## src/rtl/fifo_arb_pkg.sv

```systemverilog
// Shared types and sizing helpers for the FIFO write-port arbiter.
package fifo_arb_pkg;

  typedef enum logic {
    ARB  = 1'b0,
    HOLD = 1'b1
  } arb_state_t;

  localparam int unsigned MAX_REQ   = 8;
  localparam int unsigned MAX_BURST = 16;

  // Index width for n items, never below one bit.
  function automatic int unsigned idx_w(input int unsigned n);
    return (n <= 2) ? 1 : $clog2(n);
  endfunction

endpackage

```

## src/rtl/fifo_wr_arbiter_rr_pick.sv

```systemverilog
// Rotating find-first-set: first asserted req_valid at or after rr_ptr, modulo N.
module rr_pick
  import fifo_arb_pkg::*;
#(
  parameter int unsigned N  = 4,
  parameter int unsigned IW = idx_w(N)
) (
  input  logic [N-1:0]  req_valid,
  input  logic [IW-1:0] rr_ptr,
  output logic          found,
  output logic [IW-1:0] idx
);

  logic [IW-1:0] pos;

  always_comb begin
    found = 1'b0;
    idx   = '0;
    pos   = '0;
    for (int unsigned k = 0; k < N; k++) begin
      pos = IW'((32'(rr_ptr) + k) % N);
      if (!found && req_valid[pos]) begin
        found = 1'b1;
        idx   = pos;
      end
    end
  end

endmodule

```

## src/rtl/fifo_wr_arbiter.sv

```systemverilog
// Round-robin arbiter sharing one FIFO write port between NUM_REQ producers.
// Define FIFO_ARB_BURST_EN to let a winner hold the port for up to BURST_LEN words.
module fifo_wr_arbiter
  import fifo_arb_pkg::*;
#(
  parameter  int unsigned NUM_REQ    = 4,
  parameter  int unsigned DATA_WIDTH = 8,
  parameter  int unsigned BURST_LEN  = 4,
  localparam int unsigned IW         = idx_w(NUM_REQ)
) (
  input  logic                          clk,
  input  logic                          reset,
  input  logic [NUM_REQ-1:0]            req_valid,
  input  logic [NUM_REQ*DATA_WIDTH-1:0] req_data,
  output logic [NUM_REQ-1:0]            req_ready,
  input  logic                          full,
  output logic                          wr,
  output logic [DATA_WIDTH-1:0]         wr_data,
  output logic [IW-1:0]                 grant_id
);

  logic [IW-1:0] rr_ptr_q, rr_ptr_d;
  logic          pick_found;
  logic [IW-1:0] pick_idx;
  logic          grant_ok;
  logic [IW-1:0] grant_idx;
  logic          accept;

  logic unused_cfg;
  assign unused_cfg = (NUM_REQ > MAX_REQ) | (BURST_LEN > MAX_BURST);

  rr_pick #(
    .N  (NUM_REQ),
    .IW (IW)
  ) u_rr_pick (
    .req_valid (req_valid),
    .rr_ptr    (rr_ptr_q),
    .found     (pick_found),
    .idx       (pick_idx)
  );

`ifdef FIFO_ARB_BURST_EN
  localparam int unsigned CW = idx_w(BURST_LEN + 1);

  arb_state_t    state_q, state_d;
  logic [IW-1:0] owner_q, owner_d;
  logic [CW-1:0] burst_cnt_q, burst_cnt_d;

  always_ff @(posedge clk or posedge reset) begin
    if (reset) begin
      rr_ptr_q    <= '0;
      state_q     <= ARB;
      owner_q     <= '0;
      burst_cnt_q <= '0;
    end else begin
      rr_ptr_q    <= rr_ptr_d;
      state_q     <= state_d;
      owner_q     <= owner_d;
      burst_cnt_q <= burst_cnt_d;
    end
  end
`else
  always_ff @(posedge clk or posedge reset) begin
    if (reset) begin
      rr_ptr_q <= '0;
    end else begin
      rr_ptr_q <= rr_ptr_d;
    end
  end
`endif

  // Grant selection, port steering and next-state.
  always_comb begin
    grant_idx = pick_idx;
    grant_ok  = pick_found;
    rr_ptr_d  = rr_ptr_q;
`ifdef FIFO_ARB_BURST_EN
    state_d     = state_q;
    owner_d     = owner_q;
    burst_cnt_d = burst_cnt_q;
    if (state_q == HOLD) begin
      grant_idx = owner_q;
      grant_ok  = req_valid[owner_q];
    end
`endif

    accept    = grant_ok & ~full;
    req_ready = '0;
    if (accept) req_ready[grant_idx] = 1'b1;
    wr       = accept;
    grant_id = grant_idx;
    wr_data  = '0;
    for (int i = 0; i < int'(NUM_REQ); i++) begin
      if (accept && grant_idx == IW'(i)) wr_data = req_data[i*DATA_WIDTH +: DATA_WIDTH];
    end

`ifdef FIFO_ARB_BURST_EN
    if (state_q == ARB) begin
      if (accept) begin
        rr_ptr_d = (pick_idx == IW'(NUM_REQ - 1)) ? '0 : pick_idx + IW'(1);
        if (BURST_LEN > 1) begin
          state_d     = HOLD;
          owner_d     = pick_idx;
          burst_cnt_d = CW'(1);
        end
      end
    end else if (!full) begin
      // Owner keeps the port until its burst ends or it runs dry.
      if (!req_valid[owner_q] || (burst_cnt_q + CW'(1) == CW'(BURST_LEN))) begin
        state_d     = ARB;
        burst_cnt_d = '0;
      end else begin
        burst_cnt_d = burst_cnt_q + CW'(1);
      end
    end
`else
    if (accept) begin
      rr_ptr_d = (pick_idx == IW'(NUM_REQ - 1)) ? '0 : pick_idx + IW'(1);
    end
`endif
  end

endmodule

```

## config.mk

```make
export PLATFORM = sky130hd
export DESIGN_NAME = fifo_wr_arbiter
export DESIGN_NICKNAME = d
export VERILOG_FILES = /design/src/rtl/fifo_arb_pkg.sv /design/src/rtl/fifo_wr_arbiter_rr_pick.sv /design/src/rtl/fifo_wr_arbiter.sv
export SDC_FILE = /design/constraint.sdc
export NUM_CORES = 1
export LEC_CHECK = 0
export ABC_AREA = 1
export BUFFER_PORTS_ARGS = -buffer_cell sky130_fd_sc_hd__buf_2
export CORE_ASPECT_RATIO = 1.4
export CORE_UTILIZATION = 44
export CTS_BUF_LIST = sky130_fd_sc_hd__clkbuf_8 sky130_fd_sc_hd__clkbuf_16
export DETAILED_ROUTE_END_ITERATION = 8
export PLACE_DENSITY = 0.81
export SLEW_MARGIN = 25
export SYNTH_ARGS = -nofsm -noshare
export SYNTH_HDL_FRONTEND = slang
export SYNTH_SLANG_ARGS = --single-unit
```

## constraint.sdc

```tcl
create_clock -name clk -period 2.9 [get_ports clk]
set_input_delay 0.29 -clock clk [delete_from_list [all_inputs] [get_ports clk]]
set_output_delay 0.29 -clock clk [all_outputs]
set_load 0.05 [all_outputs]
```

==> summary.txt <==
Root Buffer -> clkbuf_8
Core Util, Final -> 78.1%
Period utilization -> 102%
Top Registers -> rr_ptr_q (2)
Most frequent cells in the layout -> buf_2 (45), nand2_1 (38), inv_1 (30)
Synth Register Bits -> 2
Vias per cell -> 5.17
Worst setup SP type -> flop
Clk sink count -> 2
GRT Residual Overflow -> 0
Total number of vias -> 1338
Synthesized area -> 946 sq um
Clock Path Buffers -> 2
R2r worst-path depth -> 14
Slew Viols, Final -> 0
GP Congestion -> 0.775
Main synth FF type -> dfrtp_1
Final WL -> 3.01 mm
Synth top area cells -> nand2_1 (21%), nand4_1 (17%), inv_1 (13%), nand2_2 (6.6%), nand3_1 (5.8%)
Hold Path Class -> in -> async
CP most frequent cell -> nand2_2
Setup CP Type -> reg -> out
Largest net degree at the start of global routing -> 28
Critical Path Fanout Max -> 8
GRT Total Usage -> 23.7%
Detailed placement HPWL -> 1.97 mm
# rows -> 19
Area fraction of the dominant cell type after synthesis -> 20.6%
Vias in the first global route -> 1093
Filler cell count -> 153
Worst path slowest cell -> dfrtp_2
Die Y-Extent -> 56.9 microns
Setup slack after layout -> -69.4 ps
Worst-path clk slew -> 30 ps
Top Family by Delay on Critical Path -> simple AND/OR/NAND/NOR gates
First-pass GRT wire length -> 4.01 mm
Max-slew headroom -> 69.6%
Routed Antenna Nets -> 0
Sequential area share after synthesis -> 5.29%
Post-synthesis cell count -> 178
Syn_nets -> 221
Num CTS Buffers -> 3
RSZ-0062 raised after global routing -> true
Commonest non-fill, non-tap cell in the layout -> buf_2
Post-synth EDFFs -> 0
Fin crit period -> 2970 ps
Final setup fails -> 7
Initial antenna violation count -> 0
DR DRC count -> 0
Layout Nets -> 283
Req. time, crit path -> 2610 ps
Top reg by flops -> rr_ptr_q
N_diodes -> 0
Core area -> 2000 sq um
TritonCTS clock tree -> yes
Worst r2r dst -> rr_ptr_q[1]
Clk Latency, worst-skew pair -> 210 ps
Reg2Reg Setup Slack -> 820 ps
DRT Pass-1 Iters -> 4
Yosys warning count -> 0
Worst-Margin Slew -> 456 ps
F_max -> 337 MHz
Max reg flops -> 2
R2r startpoint -> rr_ptr_q[0]
Clock H-tree levels -> 1
Failing checks -> negative setup slack
Buffers & Inverters on Critical Path -> 4
# Max-Cap Violations -> 0
Synth unique cells -> 23
Starting Density -> 47.4%
Critical path cell sequence -> buf_6, nand2_2, nand2_2, nand2_2, nand2_4, nor2_4, nand3b_1, nand3_1, o21ai_2, buf_4, ha_4, buf_12, nor2_1, nand4_1, nand3_1, nand2_1, nand2_2, buf_8
Port buffer count -> 53
Die Width -> 41.2 microns
Outcome -> finished, violations left
Fin. Hold Viols -> 0
I/O Pins -> 54
Post-synth top area cell -> nand2_1
Wire length per cell -> 11.6 microns
Layout Area Growth over Synthesis -> 64.9%
Post-synth ARST share -> 100%
Die ar. -> 2340 sq um
Syn Area/Cell -> 5.31 sq um
Crit path largest cell delay -> 480 ps
Share of cells above drive strength 1 -> 51.3%
CP endpoint kind -> output pin
Worst Skew -> 2.78 ps
CP Data Arrival Time -> 2680 ps
Violation count after the first detailed-route iteration -> 25
[final cells by class]
class                      instances  area (sq um)  share of cell area [%]
multi-input combinational        127           811                    52.0
clock buffer                       3          41.3                    2.65
sequential                         2          51.3                    3.29
inverter                          40           161                    10.3
timing repair buffer              66           469                    30.1
tap                               21          26.3                    1.68
[how the worst max path moves through the flow]
| stage | slack [ps] | start | cells past startpoint | end |
|---|---|---|---|---|
| 6_report | -70 | rr_ptr_q[0] | 18 | wr_data[6] |
| 5_1_grt | -200 | rr_ptr_q[0] | 18 | wr_data[6] |
| 4_1_cts | -10 | rr_ptr_q[0] | 18 | wr_data[3] |
| 3_5_place_dp | 50 | rr_ptr_q[0] | 17 | wr_data[3] |
| 3_3_place_gp | 80 | rr_ptr_q[0] | 17 | wr_data[3] |
| 2_1_floorplan | -7 | rr_ptr_q[0] | 18 | wr_data[5] |
[what timing repair did]
item | CTS | global route
pin swaps | 0 | 26
resized for setup | 20 | 33
hold buffers | 1 | 0
buffers inserted | 3 | 5
endpoints found under the hold margin | 2 | 0
endpoints found under the setup margin | 8 | 10
[layer usage]
metal | share of wire, % | vias up | routed length (microns) | track usage [%]
li1 | - | 684 | - | -
met3 | 4.4 | 8 | 132 | 0.395
met1 | 35 | 604 | 1060 | 21.7
met5 | 0 | - | 0 | 0
met4 | 1.6 | 0 | 48 | 6.91
met2 | 59 | 42 | 1760 | 48.4
[synth_stat cells (2+ instances only)]
library cell	count
buf_1	2
buf_6	3
clkbuf_1	4
clkinv_1	3
dfrtp_1	2
ha_1	4
inv_1	32
inv_2	4
nand2_1	52
nand2_2	10
nand3_1	11
nand3_4	2
nand4_1	25
nor2_1	12
o21ai_0	4
[worst register-to-register path: stages, from the launching register on]
cell	delay, ps
dfrtp_2	470
buf_6	150
nand2_2	50
nand2_2	80
nand2_2	70
nand2_4	90
nor2_4	40
nor2_2	90
xor2_1	180
inv_1	90
nand2_4	70
clkinvlp_4	110
ha_1	300
nand2_1	60
o21ai_0	80
[per-stage QoR]
step	TNS (ps)	hold slack (ps)	std cells	setup WS (ps)	area (sq um)
after global routing	-1430	483	259	-203	1560
after floorplan	-7.06	31.2	178	-7.06	1020
after detailed placement	0	140	247	51.1	1270
final	-310	474	259	-69.4	1560
after CTS	-13.9	467	254	-10.6	1400
after global placement	0	140	247	76.5	1270
[kinds of logic after synthesis]
family	count (synthesis)	synth area share (%)
AO/OA/AOI/OAI	5	2.65
buffers and inverters	49	22.6
AND/OR/NAND/NOR	117	63.2
XOR/XNOR	1	0.926
flip-flops	2	5.29
adder cells (fa/ha/maj)	4	5.29
Power is left out: the tool's default activity adds up to more than one toggle a clock period on the data nets, which glitch-free logic cannot reach.
